<file path="src/rtl/operand_pkg.sv">
// Shared operand source-select codes and fixed buffer sizing.
package operand_pkg;

  localparam int unsigned BUF_DEPTH   = 2;
  localparam int unsigned SEL_COUNT_W = 16;

  typedef enum logic [1:0] {
    SRC_BANK  = 2'd0,
    SRC_R     = 2'd1,
    SRC_IMM_S = 2'd2,
    SRC_IMM_Z = 2'd3
  } src_sel_e;

endpackage : operand_pkg

</file>
<file path="src/rtl/sign_extend.sv">
// Widens a raw immediate to OUT_W bits by sign or zero extension.
module sign_extend #(
  parameter int unsigned IN_W  = 10,
  parameter int unsigned OUT_W = 16
) (
  input  logic [IN_W-1:0]  din,
  input  logic             zero_ext,
  output logic [OUT_W-1:0] dout
);

  logic fill;

  // Upper bits take either the immediate's top bit or zero.
  assign fill = zero_ext ? 1'b0 : din[IN_W-1];
  assign dout = {{(OUT_W-IN_W){fill}}, din};

endmodule : sign_extend

</file>
<file path="src/rtl/operand_select.sv">
// Selects an operand from bank/R/immediate sources and queues it in a
// two-entry FIFO toward the consumer, counting accepted requests.
module operand_select
  import operand_pkg::*;
#(
  parameter int unsigned WIDTH = 16,
  parameter int unsigned NREGS = 8,
  parameter int unsigned IMM_W = 10
) (
  input  logic                   clock,
  input  logic                   reset,
  input  logic [NREGS*WIDTH-1:0] reg_bank,
  input  logic [4:0]             reg_num,
  input  logic [1:0]             src_sel,
  input  logic [WIDTH-1:0]       reg_r,
  input  logic [IMM_W-1:0]       imm,
  input  logic                   in_valid,
  output logic                   in_ready,
  output logic [WIDTH-1:0]       out_data,
  output logic                   out_err,
  output logic                   out_valid,
  input  logic                   out_ready,
  output logic [SEL_COUNT_W-1:0] sel_count
);

  localparam int unsigned DEPTH = BUF_DEPTH;
  localparam int unsigned IDX_W = (NREGS > 1) ? $clog2(NREGS) : 1;

  logic [WIDTH-1:0] bank [NREGS];
  logic [WIDTH-1:0] imm_ext;
  logic [WIDTH-1:0] op_data;
  logic             op_err;

  logic [WIDTH-1:0] mem_data [DEPTH];
  logic             mem_err  [DEPTH];
  logic             wr_ptr;
  logic             rd_ptr;
  logic [1:0]       count;
  logic             push;
  logic             pop;

  // Unflatten the register bank for indexed reads.
  for (genvar i = 0; i < int'(NREGS); i++) begin : g_bank
    assign bank[i] = reg_bank[i*WIDTH +: WIDTH];
  end

  sign_extend #(
    .IN_W  (IMM_W),
    .OUT_W (WIDTH)
  ) u_sign_extend (
    .din      (imm),
    .zero_ext (src_sel == SRC_IMM_Z),
    .dout     (imm_ext)
  );

  // Operand mux; an out-of-range bank index yields zero data and an error flag.
  always_comb begin
    op_data = '0;
    op_err  = 1'b0;
    case (src_sel_e'(src_sel))
      SRC_BANK: begin
        if ({1'b0, reg_num} < 6'(NREGS)) begin
          op_data = bank[reg_num[IDX_W-1:0]];
        end else begin
          op_err = 1'b1;
        end
      end
      SRC_R:     op_data = reg_r;
      SRC_IMM_S: op_data = imm_ext;
      SRC_IMM_Z: op_data = imm_ext;
      default:   op_data = '0;
    endcase
  end

  // Ready depends only on occupancy, and never while reset is held.
  assign in_ready  = ~reset & (count < 2'(DEPTH));
  assign out_valid = (count != 2'd0);
  assign out_data  = mem_data[rd_ptr];
  assign out_err   = mem_err[rd_ptr];
  assign push      = in_valid & in_ready;
  assign pop       = out_valid & out_ready;

  // FIFO storage, pointers, occupancy and saturating accept counter.
  always_ff @(posedge clock) begin
    if (reset) begin
      for (int i = 0; i < int'(DEPTH); i++) begin
        mem_data[i] <= '0;
        mem_err[i]  <= 1'b0;
      end
      wr_ptr    <= 1'b0;
      rd_ptr    <= 1'b0;
      count     <= 2'd0;
      sel_count <= '0;
    end else begin
      if (push) begin
        mem_data[wr_ptr] <= op_data;
        mem_err[wr_ptr]  <= op_err;
        wr_ptr           <= wr_ptr + 1'b1;
        if (sel_count != '1) begin
          sel_count <= sel_count + SEL_COUNT_W'(1);
        end
      end
      if (pop) begin
        rd_ptr <= rd_ptr + 1'b1;
      end
      case ({push, pop})
        2'b10:   count <= count + 2'd1;
        2'b01:   count <= count - 2'd1;
        default: count <= count;
      endcase
    end
  end

endmodule : operand_select

</file>
<file path="config.mk">
export PLATFORM = sky130hd
export DESIGN_NAME = operand_select
export DESIGN_NICKNAME = d
export VERILOG_FILES = /design/src/rtl/operand_pkg.sv /design/src/rtl/sign_extend.sv /design/src/rtl/operand_select.sv
export SDC_FILE = /design/constraint.sdc
export NUM_CORES = 1
export LEC_CHECK = 0
export CAP_MARGIN = 20
export CORE_UTILIZATION = 43
export DETAILED_ROUTE_END_ITERATION = 6
export GPL_TIMING_DRIVEN = 0
export PLACE_DENSITY = 0.92
export SETUP_SLACK_MARGIN = 0.02
export SLEW_MARGIN = 20
export SYNTH_ARGS = -nofsm -noshare
export SYNTH_HDL_FRONTEND = slang
export SYNTH_HIERARCHICAL = 1
export SYNTH_SLANG_ARGS = --single-unit
</file>
<file path="constraint.sdc">
create_clock -name clock -period 2.8 [get_ports clock]
set_input_delay 0.28 -clock clock [delete_from_list [all_inputs] [get_ports clock]]
set_output_delay 0.28 -clock clock [all_outputs]
set_load 0.01 [all_outputs]
</file>
==> results of run 1 <==
==> critical path: cells and delay by family (launching register included) <==
family                 cells  cell delay (ps)
flip-flops                 1              320
multiplexers               1              370
buffers and inverters      3             1240
==> state kept, by name, indices dropped and copies added, names as in the netlist, named ones only <==
name and flops:
sel_count 16, wr_ptr 1, mem_data 32, rd_ptr 1, count 2, mem_err 2
==> Yosys cell counts (5+ instances only) <==
library cell,number
a21oi_1,57
a22oi_1,32
buf_2,8
buf_4,17
clkbuf_1,17
dfxtp_1,21
edfxtp_1,34
mux2_2,17
mux2i_1,64
nand2_1,27
nand3_1,19
nor2_1,11
or4_1,5
==> layer usage <==
metal / track usage (%) / up-vias / wire, um
met1: 35.2 / 1838 / 5250
met3: 6.16 / 44 / 1110
met5: 0 / - / 0
li1: - / 1889 / -
met2: 49.7 / 237 / 6560
met4: 13.6 / 0 / 551
==> path summary, 6_finish.rpt <==
path / to / depth (start not counted) / from / slack [ps]
hold reg to reg: wr_ptr / 2 / wr_ptr / 470
setup reg to reg: mem_data[0][6] / 5 / count[1] / 340
setup / recovery: out_data[8] / 4 / flop / 280
hold / removal: sel_count[15] / 2 / reset / 230
==> cells by family after synthesis <==
logic type	Yosys count	synth area share, %
buffers and inverters	50	6.86
xor gates and xnor gates	4	0.919
AOI/OAI and AO/OA	115	19.0
adders and majority gates	2	0.656
DFF	55	37.8
and+or+nand+nor	90	12.7
muxes	82	22.1
==> metrics by stage <==
step / setup WS, ps / hold WS (ps) / cells / utilization, % / cell area (um^2)
floorplan: 856 / 444 / 398 / - / 3810
global placement: 67.3 / 453 / 691 / 69.5 / 5830
detailed placement: 15.2 / 459 / 691 / 69.5 / 5830
CTS: 107 / 229 / 699 / 70.5 / 5910
global route: 127 / 227 / 699 / 70.5 / 5910
finish: 278 / 227 / 699 / 70.5 / 5910
==> layout make-up <==
type                       count  area (um^2)  share of cell area (%)
buffer                        45          244                    4.13
clock buffer                   8         80.1                    1.36
inverter                       5         18.8                   0.318
multi-input combinational    293         2110                    35.7
sequential                    55         1440                    24.4
tap                          105          131                    2.22
timing repair buffer         188         1880                    31.9
==> power by group through the flow <==
| stage | logic (mW) | clock network, mW | registers (mW) |
|---|---|---|---|
| floorplan | 0.436 | 0 | 0.979 |
| global placement | 0.895 | 0 | 0.981 |
| detailed placement | 0.908 | 0 | 0.986 |
| CTS | 0.916 | 0.426 | 0.967 |
| global route | 0.981 | 0.455 | 0.974 |
| finish | 0.919 | 0.424 | 0.967 |
==> impl_metrics.tcl, run 1 <==
set metrics [dict create \
    status "completed" \
    placementRows 33 \
    synth.avg_cell_area_um2 9.58 \
    drive_above_1_share_pct 9.09 \
    crit_slowest_cell "clkdlybuf4s50_1" \
    via_per_inst 5.73 \
    core_um2 8380 \
    crit_type "flop to output port" \
    cts.repair.resized 0 \
    p_per_area_nw_per_um2 391 \
    first_pass_iters 5 \
    numCtsBuffers 5 \
    grt_usage_pct 29.2 \
    cts_sinks 55 \
    clkTransAtPathRegs_ps 90 \
    post_cts_buffers 0 \
    root_buffer "clkbuf_8" \
    dp_hpwl_um 11000 \
    ios 200 \
    async_reset_ff_share_pct 0 \
    fp.dieH_um 96.2 \
    cts-hold-fix-buffers 0 \
    cp_max_fo 10 \
    wl_per_cell_um 19.3 \
    grt_max_degree 18 \
    insertion_delay_ps 310 \
    synth_nets 565 \
    drt_iter0_drc 336 \
    routed-via-count 4008 \
    grt_pass1_wl_um 20000 \
    gp_congestion 0.951 \
    ys.warnings.count 6 \
    min_path_type "input port to flop" \
    relSlewSlack_pct 47.2 \
    chipWidth_um 96.2 \
    critPathCaptureType "output port" \
    synthCells 398 \
    nets 760 \
    layout_commonest_cell "clkdlybuf4s50_1" \
    io_buffers 188 \
    setup_viol_count_final 0 \
    antenna_found_initial 0 \
    path_cells "clkbuf_1, clkbuf_2, mux2_2, clkdlybuf4s50_1" \
    total_power_mw 2.31 \
    vdd_ir_drop_max_mv 0.218 \
    power_switching_mw 0.660 \
    slew_viol_final 0 \
    seq_area_frac_synth_pct 37.8 \
    worst_pin_slew_ps 791 \
    seqPwrFrac_pct 41.9 \
    die-area_um2 9250 \
    drc 0 \
    drv_cap 0 \
    ys.flop_type "edfxtp_1" \
    ant_nets 0 \
    start_util_pct 45.5 \
    first_global_vias 3993 \
    fin_setup_tns_ps 0 \
    start_kind "flop" \
    clock_power_share_pct 18.4 \
    leakagePower_nw 2.23 \
    intPower_mw 1.65 \
    min_period_ps 2520 \
    power_frac_comb_pct 39.8 \
    synth_cell_types 45 \
    rsz0062_at_grt "no" \
    area_growth_pct 54.9 \
    ctsHtreeMaxLevel 2 \
    diodes 0 \
    synthesis.area_um2 3810 \
    cts_tree "built" \
    ys_ff_latch 55 \
    critPathMaxStageDelay_ps 510 \
    timing.fmax_mhz 397 \
    skew_ps 2.84 \
    synth_top_area_share_pct 26.8 \
    yosysTopAreaCell "edfxtp_1" \
    critPathRequiredTime_ps 2520 \
    wl_um 13500 \
    switching_share_pct 28.6 \
    synth_edf_count 34 \
    grt.overflow.total 0 \
    clockBufferDepth 2 \
    arrival_ps 2240 \
    n_fill_cell 624 \
    finalHoldViolCount 0 \
    final_cell_mix "clkdlybuf4s50_1, mux2i_1, a21oi_1" \
    period_share_pct 90.1 \
    synth_area_leaders "edfxtp_1, mux2i_1, dfxtp_1" \
]
(Power assumes the default switching activity.)
==> run 2: changes to the inputs <==
Settings changed: CORE_UTILIZATION 43 to 45, DONT_BUFFER_PORTS set to 1, PLACE_DENSITY 0.92 to 0.66.
==> run 2 against run 1 <==
Count of clock-buffer cells in the layout down 1. Global-route usage is 6.3 points lower. Non-clock buffer count is 188 lower. Wire length down 22%. Largest power group unchanged.
==> impl_metrics.tcl, run 2 (synthesized netlist as in run 1, its figures left out) <==
set metrics [dict create \
    status "completed" \
    final_cell_mix "mux2i_1, a21oi_1, edfxtp_1" \
    intPower_mw 1.34 \
    skew_ps 6.94 \
    via_per_inst 6.37 \
    top_regs "mem_data (32), sel_count (16)" \
    clockBufferDepth 2 \
    min_path_type "input port to flop" \
    wl_per_cell_um 20.5 \
    drive_above_1_share_pct 13.5 \
    setup_viol_count_final 0 \
    first_global_vias 3004 \
    relSlewSlack_pct 43.6 \
    clkTransAtPathRegs_ps 100 \
    path_cells "nor3b_4, nand2_1, clkbuf_1, nand2_1" \
    ios 200 \
    postPlaceCellArea_um2 3940 \
    start_kind "flop" \
    wl_um 10500 \
    crit_top_cell "nand2_1" \
    io_buffers 0 \
    power_switching_mw 0.606 \
    insertion_delay_ps 300 \
    drt_iter0_drc 153 \
    nets 572 \
    antenna_found_initial 0 \
    cp_max_fo 17 \
    cp.depth 4 \
    start_util_pct 46.4 \
    worst_pin_slew_ps 843 \
    routed-via-count 3257 \
    period_share_pct 87.9 \
    layout_commonest_cell "mux2i_1" \
    n_fill_cell 807 \
    grt_pass1_wl_um 15400 \
    core_um2 8220 \
    arrival_ps 2400 \
    r2r-start "count[1]" \
    grt_max_degree 18 \
    clock_power_share_pct 22.1 \
    final_cell_area_um2 4030 \
    grt.overflow.total 0 \
    timing.fmax_mhz 406 \
    slew_viol_final 0 \
    vdd_ir_drop_max_mv 0.230 \
    placementRows 33 \
    critPathMaxStageDelay_ps 710 \
    path_buf_inv 1 \
    seqPwrFrac_pct 49.8 \
    root_buffer "clkbuf_8" \
    hold_path_depth 2 \
    rr_worst_depth 4 \
    diodes 0 \
    crit_path_start "count[1]" \
    min_period_ps 2460 \
    grt_usage_pct 23.0 \
    drc 0 \
    crit_slowest_cell "nand2_1" \
    finalHoldViolCount 0 \
    cpLargestDelayFamily "simple AND/OR/NAND/NOR gates" \
    p_per_area_nw_per_um2 483 \
    gp_congestion 0.818 \
    first_pass_iters 4 \
    crit_type "flop to flop" \
    switching_share_pct 31.1 \
    drv_cap 0 \
    fp.dieH_um 94.0 \
    rsz0062_at_grt "no" \
    critPathCaptureType "flop" \
    hp-start "reset" \
    ctsHtreeMaxLevel 2 \
    leakagePower_nw 1.50 \
    largest_reg_flops 32 \
    total_power_mw 1.95 \
    dp_hpwl_um 8190 \
    area_growth_pct 5.64 \
    power_frac_comb_pct 28.1 \
    fin_setup_tns_ps 0 \
    ant_nets 0 \
    critPathRequiredTime_ps 2740 \
    top_register "mem_data" \
    die-area_um2 8840 \
    chipWidth_um 94.0 \
    cts_sinks 55 \
    cts_tree "built" \
    numCtsBuffers 5 \
]
-- run 2: stage by stage --
stage	cells	hold slack [ps]	util, %	worst slack, ps
6_report	511	241	49.0	338
5_1_grt	511	246	49.0	137
4_1_cts	511	229	49.0	218
3_5_place_dp	503	475	48.0	223
3_3_place_gp	503	453	48.0	178
2_1_floorplan	398	444	-	856
-- run 2: routing by layer --
layer / global-route usage (%) / share of wire, % / up-vias
met2: 36.6 / 47 / 139
met1: 31.8 / 44 / 1592
met3: 5.50 / 8.1 / 4
li1: - / - / 1522
met5: 0 / 0 / -
met4: 4.10 / 0.48 / 0
-- run 2: worst paths after layout --
path / end / slack (ps)
worst max-delay path: mem_data[1][2] / 340
worst min-delay path: count[1] / 240
worst max register to register: mem_data[1][2] / 340
worst min register to register: wr_ptr / 480
-- run 2: power by group through the flow --
stage | sequential (mW) | clock (mW) | combinational, mW
after global routing | 0.977 | 0.462 | 0.599
after detailed placement | 0.989 | 0 | 0.547
after global placement | 0.984 | 0 | 0.539
final | 0.969 | 0.429 | 0.547
after floorplan | 0.979 | 0 | 0.436
after CTS | 0.970 | 0.439 | 0.551
-- run 2: cell type report --
cell class / count / area [um^2] / area share [%]
plain buffers: 45 / 243 / 6.03
clock buffers: 7 / 76.3 / 1.89
clock inverters: 1 / 5.00 / 0.124
inverters: 5 / 18.8 / 0.466
multi-input cells: 293 / 2110 / 52.4
flip-flops and latches: 55 / 1440 / 35.8
well taps: 105 / 131 / 3.26
-- run 2: what timing repair did --
item                       CTS  global route
setup endpoints to repair    0            17
hold buffers                 0             0
resized for setup            0             1
setup buffers                0             0
==> run 3: changes to the inputs <==
Settings changed: CORE_UTILIZATION 45 to 28, CTS_CLUSTER_SIZE set to 16, PLACE_DENSITY 0.66 to 0.47.
==> run 3 against run 2 <==
Highest routed layer unchanged. Hold slack improved by 17 ps. Combinational power increased by 3%. Critical path depth increased by 1. Power increased by 14%. Largest power group unchanged. Register-to-register slack improved by 40 ps. Largest cell class unchanged. Clock power increased by 62%. Die area increased by 59%. Count of clock-buffer cells in the layout decreased by 1. Fmax increased by 1.7%. Critical endpoint is now mem_data[0][9]. Flip-flop and latch count unchanged. Final cell count increased by 14%.
==> impl_metrics.tcl, run 3 (synthesized netlist as in run 1, its figures left out) <==
set metrics [dict create \
    instances_no_fill 581 \
    cp_max_fo 17 \
    crit_slowest_cell "buf_1" \
    min_path_type "input port to flop" \
    largest_reg_flops 32 \
    gp_congestion 0.796 \
    first_pass_iters 4 \
    rsz0062_at_grt "no" \
    crit_type "flop to flop" \
    drv_cap 0 \
    top_regs "mem_data (32), sel_count (16)" \
    period_share_pct 86.4 \
    wl_per_cell_um 19.9 \
    cts_sinks 55 \
    leakagePower_nw 1.54 \
    cts_tree "built" \
    final_util_pct 31.7 \
    status "completed" \
    path_cells "nor3b_4, nand2b_1, clkbuf_1, buf_1, nand2_2" \
    p_per_area_nw_per_um2 531 \
    finalHoldViolCount 0 \
    final_cell_area_um2 4200 \
    via_per_inst 5.44 \
    arrival_ps 2330 \
    clkTransAtPathRegs_ps 70 \
    wl_um 11600 \
    setup_viol_count_final 0 \
    total_power_mw 2.23 \
    antenna_found_initial 0 \
    ant_nets 0 \
    die-area_um2 14100 \
    skew_ps 8.45 \
    cpLargestDelayFamily "buffers and inverters" \
    grt.overflow.total 0 \
    drive_above_1_share_pct 13.8 \
    post_cts_buffers 0 \
    start_kind "flop" \
    numCtsBuffers 5 \
    area_growth_pct 10.1 \
    diodes 0 \
    ios 200 \
    fp.dieH_um 119 \
    timing.fmax_mhz 413 \
    critPathMaxStageDelay_ps 520 \
    placed_cells 574 \
    dp_hpwl_um 9170 \
    io_buffers 0 \
    chipWidth_um 119 \
    grt_pass1_wl_um 17600 \
    ctsHtreeMaxLevel 2 \
    critPathCaptureType "flop" \
    root_buffer "clkbuf_16" \
    slew_viol_final 0 \
    placementRows 42 \
    holdWs_ps 258 \
    insertion_delay_ps 290 \
    relSlewSlack_pct 55.1 \
    core_um2 13200 \
    clockBufferDepth 2 \
    routed-via-count 3161 \
    critPathRequiredTime_ps 2710 \
    postPlaceCellArea_um2 4030 \
    final_cell_mix "mux2i_1, a21oi_1, edfxtp_1" \
    top_register "mem_data" \
    grt_usage_pct 16.4 \
    first_global_vias 3099 \
    vdd_ir_drop_max_mv 0.245 \
    min_period_ps 2420 \
    drc 0 \
    grt_max_degree 18 \
    drt_iter0_drc 164 \
    start_util_pct 28.8 \
    path_buf_inv 2 \
    layout_commonest_cell "mux2i_1" \
    worst_pin_slew_ps 674 \
    nets 572 \
]
[run 3: changes by cell type in the layout (fill, tap and decap cells not counted)]
cell       delta
bufinv_16     +1
clkbuf_1      -1
clkbuf_16     +5
clkbuf_8      -5
clkinv_2      -1
nand2_1       -1
nand2_2       +1
[run 3: area by class of cell]
type / instances / area (um^2)
fillers: 1407 / 9050
multi-input cells: 293 / 2110
flip-flops and latches: 55 / 1440
plain buffers: 45 / 243
well taps: 176 / 220
clock buffers: 6 / 129
clock inverters: 1 / 30.0
inverters: 5 / 18.8
[run 3: metal layers]
metal	GRT usage, %	wire, um	vias to the layer above
li1	-	-	1520
met1	23.0	5420	1543
met2	26.0	5410	91
met3	3.33	641	7
met4	2.93	111	0
met5	0	0	-
[run 3: what timing repair did]
action,in CTS,in global routing
resized for setup,1,1
hold buffers,0,0
setup endpoints to repair,17,10
[run 3: worst paths after layout]
path | to | start | slack [ps] | cells after the start
min | wr_ptr | reset | 260 | 2
min reg2reg | wr_ptr | wr_ptr | 470 | 2
max reg2reg | mem_data[0][9] | count[1] | 380 | 5
max | mem_data[0][9] | count[1] | 380 | 5
[run 3: metrics by stage]
| stage | TNS [ps] | setup slack, ps |
|---|---|---|
| finish | 0 | 379 |
| global route | 0 | 146 |
| CTS | 0 | 165 |
| detailed placement | -354 | -21.2 |
| global placement | 0 | 31.3 |
| floorplan | 0 | 856 |
[run 3: report_power, final]
group          internal [mW]  switching, mW
registers              0.935         0.0336
logic                  0.228          0.334
clock network          0.418          0.277
total                   1.58          0.645
